$ cat config.mk
export PLATFORM = sky130hd
export DESIGN_NAME = node_translate
export DESIGN_NICKNAME = d
export VERILOG_FILES = /design/src/rtl/node_translate.sv
export SDC_FILE = /design/constraint.sdc
export NUM_CORES = 1
export LEC_CHECK = 0
export ABC_AREA = 1
export CAP_MARGIN = 5
export CORE_MARGIN = 2
export CORE_UTILIZATION = 52
export DETAILED_ROUTE_END_ITERATION = 12
export PLACE_DENSITY_LB_ADDON = 0.12
export SLEW_MARGIN = 20
export SYNTH_ARGS = -nofsm -noshare
export SYNTH_HDL_FRONTEND = slang
export SYNTH_SLANG_ARGS = --single-unit
$ cat constraint.sdc
create_clock -name clk_in -period 4.3 [get_ports clk_in]
set_clock_uncertainty 0.2 [all_clocks]
set_input_delay 0.43 -clock clk_in [delete_from_list [all_inputs] [get_ports clk_in]]
set_output_delay 0.43 -clock clk_in [all_outputs]
set_load 0.03 [all_outputs]
$ cat src/rtl/node_translate.sv
// Rigid-body translator: one read-modify-write pass over the node RAM adding (target - com).
// Build option NODE_TRANSLATE_SAT_EN: clamp results to the coordinate range instead of wrapping.
module node_translate #(
  parameter int POSITION_SIZE = 8,
  parameter int NUM_NODES     = 4,
  parameter int ADDR_WIDTH    = (NUM_NODES > 1) ? $clog2(NUM_NODES) : 1
) (
  input  logic                       clk_in,
  input  logic                       rst_in,
  input  logic                       valid_in,
  input  logic [POSITION_SIZE-1:0]   com_x_in,
  input  logic [POSITION_SIZE-1:0]   com_y_in,
  input  logic [POSITION_SIZE-1:0]   target_x_in,
  input  logic [POSITION_SIZE-1:0]   target_y_in,
  output logic [ADDR_WIDTH-1:0]      mem_addr_out,
  output logic                       mem_rd_out,
  input  logic [2*POSITION_SIZE-1:0] mem_rdata_in,
  output logic                       mem_we_out,
  output logic [2*POSITION_SIZE-1:0] mem_wdata_out,
  output logic                       busy_out,
  output logic                       valid_out
);

  localparam int DW = POSITION_SIZE + 1;
  localparam int SW = POSITION_SIZE + 2;

  typedef enum logic [2:0] {IDLE, READ, WAIT, WRITE, DONE} state_t;

  state_t                        state_q, state_d;
  logic [ADDR_WIDTH-1:0]         idx_q;
  logic signed [DW-1:0]          dx_p0, dy_p0;
  logic signed [POSITION_SIZE-1:0] rd_x_p0, rd_y_p0;
  logic signed [SW-1:0]          sum_x_p0, sum_y_p0;
  logic [2*POSITION_SIZE-1:0]    wdata_p1;
  logic                          last_node;

`ifdef NODE_TRANSLATE_SAT_EN
  localparam logic signed [SW-1:0] SAT_MAX = SW'(2**(POSITION_SIZE-1) - 1);
  localparam logic signed [SW-1:0] SAT_MIN = SW'(-(2**(POSITION_SIZE-1)));

  function automatic logic signed [POSITION_SIZE-1:0] reduce(input logic signed [SW-1:0] s);
    if (s > SAT_MAX)      return SAT_MAX[POSITION_SIZE-1:0];
    else if (s < SAT_MIN) return SAT_MIN[POSITION_SIZE-1:0];
    else                  return s[POSITION_SIZE-1:0];
  endfunction
`else
  function automatic logic signed [POSITION_SIZE-1:0] reduce(input logic signed [SW-1:0] s);
    return s[POSITION_SIZE-1:0];
  endfunction
`endif

  assign last_node = (idx_q == ADDR_WIDTH'(NUM_NODES - 1));

  // Stage p0: delta capture at start, node sum while the read data is on the bus
  always_ff @(posedge clk_in) begin
    if (state_q == IDLE && valid_in) begin
      dx_p0 <= {target_x_in[POSITION_SIZE-1], target_x_in} - {com_x_in[POSITION_SIZE-1], com_x_in};
      dy_p0 <= {target_y_in[POSITION_SIZE-1], target_y_in} - {com_y_in[POSITION_SIZE-1], com_y_in};
    end
  end

  assign rd_x_p0  = mem_rdata_in[2*POSITION_SIZE-1:POSITION_SIZE];
  assign rd_y_p0  = mem_rdata_in[POSITION_SIZE-1:0];
  assign sum_x_p0 = {{2{rd_x_p0[POSITION_SIZE-1]}}, rd_x_p0} + {dx_p0[DW-1], dx_p0};
  assign sum_y_p0 = {{2{rd_y_p0[POSITION_SIZE-1]}}, rd_y_p0} + {dy_p0[DW-1], dy_p0};

  always_comb begin
    state_d = state_q;
    case (state_q)
      IDLE:    if (valid_in) state_d = READ;
      READ:    state_d = WAIT;
      WAIT:    state_d = WRITE;
      WRITE:   state_d = last_node ? DONE : READ;
      DONE:    state_d = IDLE;
      default: state_d = IDLE;
    endcase
  end

  // Stage p1: registered write word and control state
  always_ff @(posedge clk_in or negedge rst_in) begin
    if (!rst_in) begin
      state_q  <= IDLE;
      idx_q    <= '0;
      wdata_p1 <= '0;
    end else begin
      state_q <= state_d;
      if (state_q == IDLE && valid_in)
        idx_q <= '0;
      else if (state_q == WRITE && !last_node)
        idx_q <= idx_q + ADDR_WIDTH'(1);
      if (state_q == WAIT)
        wdata_p1 <= {reduce(sum_x_p0), reduce(sum_y_p0)};
    end
  end

  assign mem_addr_out  = idx_q;
  assign mem_rd_out    = (state_q == READ);
  assign mem_we_out    = (state_q == WRITE);
  assign mem_wdata_out = wdata_p1;
  assign busy_out      = (state_q != IDLE);
  assign valid_out     = (state_q == DONE);

endmodule
### Word-level counts from Yosys, hierarchy flattened

Cells that the tools add are included.

* flip-flop bits (word level): 37
* input bits: 51
* output and inout bits: 22
* word-level logic and storage cells: 27

* add/subtract/negate cells: 5
* equal/unequal tests: 6
* mux-type cells: 5
* reductions and logical operators: 6

Operator list (number)
* $add A8 B8 Y8: 2
* $sub A8 B8 Y8: 2
* $pmux W3 S4: 1
* $eq A3 B2 Y1 const B: 2
* $mux W3: 2
* $mux W2: 2
* $eq A3 B1 Y1 const B: 1
* $eq A3 B3 Y1 const B: 1
* $logic_not A3 Y1: 1
* $reduce_bool A3 Y1: 1
* $add A2 B1 Y2 const B: 1
* $eq A2 B2 Y1 const B: 1
* $logic_and A1 B1 Y1: 2
* $ne A2 B2 Y1 const B: 1
* $reduce_bool A2 Y1: 1
* $logic_not A1 Y1: 1

### Logic depth before layout (Yosys ltp)

Gate-level depths: netlist of run 1.

* word-level depth: 5
* depth in mapped cells: 11
* gate-level depth less buffers: 11

### Least setup slack after synthesis of run 1

No wires, ideal clock.

* kind: input to register
* start: in target_x_in[0]
* end: reg dx_p0[6] (data pin)
* setup time: 0.258 ns
* arrival time: 1.385 ns
* data required time: 3.842 ns
* slack: 2.458 ns
* stages on the path: 8
* buffers on the path: 0
* cells stage by stage: inv_1 > ha_1 > inv_1 > fa_1 > nand3_1 > nand2_1 > a21oi_1 > xnor2_1

* word-level cells in the longest chain between the ends: 1

RTL lines
* from (decl): RTL line 13 `input logic [POSITION_SIZE-1:0] target_x_in,`
* $sub A8 B8 Y8: RTL line 57 `dx_p0 <= {target_x_in[POSITION_SIZE-1], target_x_in} - {com_x_in[POSITION_SIZE-1], com_x_in};`
* to (signal assigned): RTL line 57
* to (decl): RTL line 31 `logic signed [DW-1:0] dx_p0, dy_p0;`

No other way between the ends.
A chain may end at the register's enable or synchronous reset.

### Worst setup path after layout of run 1

* start: reg state_q[2]
* end: out mem_we_out

* word-level cells in the longest chain between the ends: 1

RTL lines
* from (decl): RTL line 29 `state_t state_q, state_d;`
* from (signal assigned): RTL line 86 `state_q <= state_d;`
* $eq A3 B2 Y1: RTL line 98 `assign mem_we_out = (state_q == WRITE);`
* to (decl): RTL line 18 `output logic mem_we_out,`

No other way between the ends.

==> flow_summary.yaml, run 1 <==
floorplanning:
  dieArea_um2: 5690
  ios: 73
  die_h_um: 75.4
  core_um2: 4820
  die_w_um: 75.4
  rows: 25
  start_util_pct: 55.0
status:
  outcome: "completed"
global_route:
  gr-usage-all-layers_pct: 18.2
  antenna_found_initial: 0
  grt_pass1_vias: 1938
  grt_max_degree: 23
  grt_pass1_wl_um: 7850
  overflow: 0
clocking:
  cts_buffers: 5
  ctsHoldBuffers: 0
  cts_tree: "built"
  clockRootBuffer: "clkbuf_8"
  htree_levels: 2
  clockBufferDepth: 2
  postCtsSetupRepairBufs: 0
  cts.sinks: 37
  cts.reportedPaths.clkPinSlew_ps: 70
  clk_latency_ps: 290
  ctsResizeCount: 0
synth:
  syn_inst: 319
  ys_types: 25
  synthFlopType: "dfrtp_1"
  synth-seq-cells: 37
  synth_fa_ha_area_share_pct: 16.7
  synth-edff-count: 16
  synth_mux_area_share_pct: 0
  async_reset_ff_share_pct: 56.8
  synth_top_area_share_pct: 19.8
  synthSimpleGateAreaFrac_pct: 23.6
  synth_seq_area_share_pct: 37.9
  synth-xor-area-share_pct: 5.29
  synth_top_family_by_area: "simple AND/OR/NAND/NOR gates"
  synth_warnings: 0
  avgSynthCellArea_um2: 8.31
  synth_compound_area_share_pct: 7.08
  ys_top_cells_by_area: "dfrtp_1, edfxtp_1, ha_1, nand2_1, inv_1"
  netlist_area_um2: 2650
  synth_area_leader_cell: "dfrtp_1"
  synth_nets: 403
critical_path:
  worstPathRequired_ps: 3670
  crit_fanout: 4
  arrival_ps: 1760
  cp_num_buf_inv: 2
  critical-path-max-stage-delay_ps: 680
  cp_top_family: "buffers and inverters"
  slowest_stage: "clkdlybuf4s50_1"
  worstPathCellList: "inv_1, nand2_1, nor2_4, clkdlybuf4s50_1"
  worstSetupStartpointType: "flip-flop"
  crit_type: "reg -> out"
  endpoint_kind: "output pin"
cells_and_area:
  drive_above_1_share_pct: 5.05
  synthToLayoutAreaGrowth_pct: 32.7
  num_antenna_cells: 0
  nets: 479
drt:
  wire_per_inst_um: 10.3
  drc_errors: 0
  finalWirelength_um: 4750
  drtPass1Iterations: 7
  via_per_inst: 4.71
  drt_iter0_markers: 89
  ant_nets: 0
  vias: 2179
timing:
  max_slew.worst_pin.slew_ps: 904
  slew_viol_final: 0
  timing.fmax_ghz: 0.419
  slew_headroom_pct: 39.6
  hold_viol_final: 0
  grt_setup_unrepaired: "false"
  setup_ws_ps: 1910
  layout_min_cycle_time_ps: 2390
  period_share_pct: 55.5
  setup_viol: 0
  setup_tns_ps: 0
min_path:
  hold_class: "reg -> reg"
power_and_ir_drop:
  pwr-share-clk_pct: 13.8
  vdd_ir_drop_max_mv: 0.257
  leakagePower_nw: 1.74
  power_density_nw_per_um2: 514
  p_comb_share_pct: 53.8
  switching_share_pct: 42.4
  p_switching_mw: 0.767
  pwr-share-seq_pct: 32.3
  intPower_mw: 1.04
place:
  hpwl_um: 4000
  io_buffers: 72
  gp_congestion: 0.841
  dp_slack_ps: 1900
flow_run:
  maxCapViolations: 0
[worst reg2reg max path: stages (launching register included)]
cell	delay [ps]
dfrtp_1	440
nor3_1	260
nand2_1	170
inv_1	460
[power groups by stage]
stage                     registers, mW  logic [mW]  clock network [mW]
after detailed placement          0.593       0.981                   0
after CTS                         0.586       0.983               0.257
final                             0.585       0.974               0.250
after global routing              0.599        1.09               0.269
after floorplan                   0.746       0.510                   0
after global placement            0.587       0.961                   0
[cells by family (layout without fill, tap and decap cells)]
group | after synthesis | count (layout)
AO/OA/AOI/OAI | 31 | 31
XOR/XNOR | 16 | 16
adder cells (fa/ha/maj) | 33 | 33
buffers and inverters | 60 | 137
flip-flops | 37 | 37
AND/OR/NAND/NOR | 142 | 142
[layer usage]
metal  track usage (%)  share of wire [%]
met1              22.1                 45
met2              31.4                 48
met3              4.76                6.0
met4              5.85                1.1
met5                 0                  0
[cells in the mapped netlist, types with 3 or more instances]
cell,number
a21oi_1,16
nand2_1,90
nand3b_1,6
o21ai_2,6
xor2_1,12
nor2_1,9
dfrtp_1,21
inv_1,55
nor3_1,3
o21ai_0,3
buf_6,3
nand3_1,26
edfxtp_1,16
fa_1,4
ha_1,29
xnor2_1,4
[registers in the layout (all words and copies together) (netlist names)]
register       flops
mem_wdata_out     16
dx_p0              8
dy_p0              8
state_q            3
mem_addr_out       2
[stage by stage]
| step | hold slack [ps] | total power, mW | instances | cell area (um2) | util [%] |
|---|---|---|---|---|---|
| 6_report | 278 | 1.81 | 463 | 3520 | 73.0 |
| 5_1_grt | 307 | 1.96 | 463 | 3520 | 73.0 |
| 4_1_cts | 279 | 1.83 | 463 | 3520 | 73.0 |
| 3_5_place_dp | 260 | 1.57 | 455 | 3420 | 71.0 |
| 3_3_place_gp | 254 | 1.55 | 455 | 3420 | 71.0 |
| 2_1_floorplan | -65.6 | 1.26 | 319 | 2650 | - |
[cells in the final DEF, fill, tap and decap left out, types with 6 or more instances in the layout]
master and count:
clkdlybuf4s50_1 72, nor2_1 9, edfxtp_1 16, dfrtp_1 21
a21oi_1 16, ha_1 29, clkbuf_8 6, inv_1 55
nand3b_1 6, o21ai_2 6, nand2_1 90, xor2_1 12
nand3_1 26
[final timing paths]
check	start	end	slack [ps]	cells after the start
min reg2reg	mem_wdata_out[8]$_DFFE_PN0P_	mem_wdata_out[8]$_DFFE_PN0P_	280	2
min in group asynchronous	rst_in	state_q[1]$_DFFE_PN0P_	440	1
max	state_q[2]$_DFFE_PN0P_	mem_we_out	1910	4
max reg2reg	state_q[0]$_DFFE_PN0P_	dy_p0[5]$_DFFE_PP_	2410	3
min	mem_wdata_out[8]$_DFFE_PN0P_	mem_wdata_out[8]$_DFFE_PN0P_	280	2
max in group asynchronous	rst_in	mem_wdata_out[12]$_DFFE_PN0P_	2900	1
[final cells by class]
| type | instances | area, um2 |
|---|---|---|
| fill | 402 | 1300 |
| multi-input combinational | 222 | 1400 |
| sequential | 37 | 1010 |
| tap | 67 | 83.8 |
| clock buffer | 6 | 82.6 |
| inverter | 57 | 214 |
| clock inverter | 2 | 13.8 |
| timing repair buffer | 72 | 721 |
Power figures use the tool's default switching activity.
==> run 2: changes to the inputs <==
--- a/config.mk
+++ b/config.mk
@@ -8,7 +8,7 @@
 export ABC_AREA = 1
 export CAP_MARGIN = 5
 export CORE_MARGIN = 2
-export CORE_UTILIZATION = 52
+export CORE_UTILIZATION = 44
 export DETAILED_ROUTE_END_ITERATION = 12
 export PLACE_DENSITY_LB_ADDON = 0.12
 export SLEW_MARGIN = 20
==> constraint.sdc (replaced) <==
create_clock -name clk_in -period 2.1 [get_ports clk_in]
set_clock_uncertainty 0.2 [all_clocks]
set_input_delay 0.21 -clock clk_in [delete_from_list [all_inputs] [get_ports clk_in]]
set_output_delay 0.21 -clock clk_in [all_outputs]
set_load 0.03 [all_outputs]
==> flow_summary.yaml, run 2 (synthesis results as in run 1) <==
clocking:
  clockRootBuffer: "clkbuf_8"
  cts.sinks: 37
  postCtsSetupRepairBufs: 0
  cts_buffers: 5
  clk_latency_ps: 280
  cts.reportedPaths.clkPinSlew_ps: 70
  ctsResizeCount: 3
  ctsHoldBuffers: 0
  clockBufferDepth: 2
  cts_tree: "built"
  htree_levels: 2
global_route:
  grt_pass1_vias: 2032
  grt_pass1_wl_um: 8260
  grt_max_degree: 23
  overflow: 0
  antenna_found_initial: 0
  gr-usage-all-layers_pct: 15.8
timing:
  timing.fmax_ghz: 0.493
  grt_setup_unrepaired: "false"
  layout_min_cycle_time_ps: 2030
  setup_tns_ps: 0
  fin_worst_hold_slack_ps: 67.2
  period_share_pct: 96.5
  slew_viol_final: 0
  hold_viol_final: 0
  max_slew.worst_pin.slew_ps: 374
  slew_headroom_pct: 75.0
  setup_viol: 0
drt:
  wl_met2_um: 2100
  finalWirelength_um: 4740
  drc_errors: 0
  ant_nets: 0
  wl_met3_um: 315
  drt-met1-wl_um: 2250
  vias: 2189
  drt_iter0_markers: 80
  top_layer: "met4"
  drtPass1Iterations: 4
  wire_per_inst_um: 9.89
  via_per_inst: 4.57
power_and_ir_drop:
  pwr-share-seq_pct: 32.4
  power_density_nw_per_um2: 1030
  switching_share_pct: 42.0
  intPower_mw: 2.14
  leakagePower_nw: 1.79
  p_comb_share_pct: 54.3
  vdd_ir_drop_max_mv: 0.678
  pwr-share-clk_pct: 13.3
  p_switching_mw: 1.55
place:
  gp_congestion: 0.860
  hpwl_um: 3970
  place_area_um2: 3500
  io_buffers: 72
floorplanning:
  start_util_pct: 45.0
  core_um2: 5890
  rows: 28
  die_h_um: 81.6
  die_w_um: 81.6
  ios: 73
  dieArea_um2: 6660
cells_and_area:
  drive_above_1_share_pct: 6.68
  multiInputGateArea_um2: 1400
  nets: 488
  seqCellArea_um2: 1010
  fin_util_pct: 60.9
  fill_cells: 554
  layout_common_cells: "nand2_1, clkdlybuf4s50_1, inv_1, ha_1, nand3_1"
  num_antenna_cells: 0
  largest_reg_flops: 16
  fin_area_um2: 3580
  synthToLayoutAreaGrowth_pct: 35.1
  final_common_cell: "nand2_1"
status:
  outcome: "completed"
critical_path:
  r2r_slack_ps: 370
  critical-path-max-stage-delay_ps: 690
  worstPathCellList: "nor3_1, clkdlybuf4s50_1"
  crit_type: "reg -> out"
  worstPathRequired_ps: 1690
  r2r-end: "mem_wdata_out[6]$_DFFE_PN0P_"
  endpoint_kind: "output pin"
  arrival_ps: 1620
  crit_fanout: 4
  rr_startpoint: "dy_p0[0]$_DFFE_PP_"
  worstSetupStartpointType: "flip-flop"
  crit_path_start: "state_q[0]$_DFFE_PN0P_"
  slowest_stage: "clkdlybuf4s50_1"
  reg2reg_depth: 11
flow_run:
  maxCapViolations: 0
min_path:
  hold_class: "in -> async"
## run 2: cell types whose count changed in the layout (fill, tap and decap cells not counted), sizes merged
cell	change
buf	+9
clkdlybuf4s50	-3
dlygate4sd2	+3
clkinv	-2
clkbuf	+1
## run 2: area by class of cell
cell class	count	share of cell area (%)
Inverter	57	5.97
Sequential cell	37	28.1
Clock buffer	7	2.41
Tap cell	75	2.62
Multi-Input combinational cell	222	39.0
Timing Repair Buffer	81	21.9
## run 2: through the flow
stage	setup WS (ps)	total power, mW	instances
floorplan	457	2.57	319
global placement	11.0	3.22	472
detailed placement	-18.4	3.26	472
CTS	57.8	3.74	479
global route	9.29	4.03	479
finish	72.7	3.69	479
## run 2: routing by layer
| metal | track usage, % | vias up |
|---|---|---|
| met4 | 4.50 | 0 |
| li1 | - | 1190 |
| met5 | 0 | - |
| met1 | 19.7 | 923 |
| met2 | 26.7 | 71 |
| met3 | 4.29 | 5 |
## run 2: critical path, delay by kind of cell, from the launching register on
kind          cells  cell delay, ps
buf+inv           1             690
flops             1             430
simple gates      1             210
## run 2: worst max-delay path by stage
stage	end	slack, ps	cells past startpoint
2_1_floorplan	dx_p0[0]$_DFFE_PP_	460	3
3_3_place_gp	dy_p0[6]$_DFFE_PP_	10	8
3_5_place_dp	dx_p0[6]$_DFFE_PP_	-20	8
4_1_cts	valid_out	60	2
5_1_grt	valid_out	9	2
6_report	valid_out	70	2
## run 2: power groups by stage
stage | clock [mW] | combinational, mW | sequential, mW
floorplan | 0 | 1.04 | 1.53
global placement | 0 | 2.01 | 1.20
detailed placement | 0 | 2.05 | 1.22
CTS | 0.509 | 2.03 | 1.20
global route | 0.534 | 2.26 | 1.24
finish | 0.489 | 2.00 | 1.20
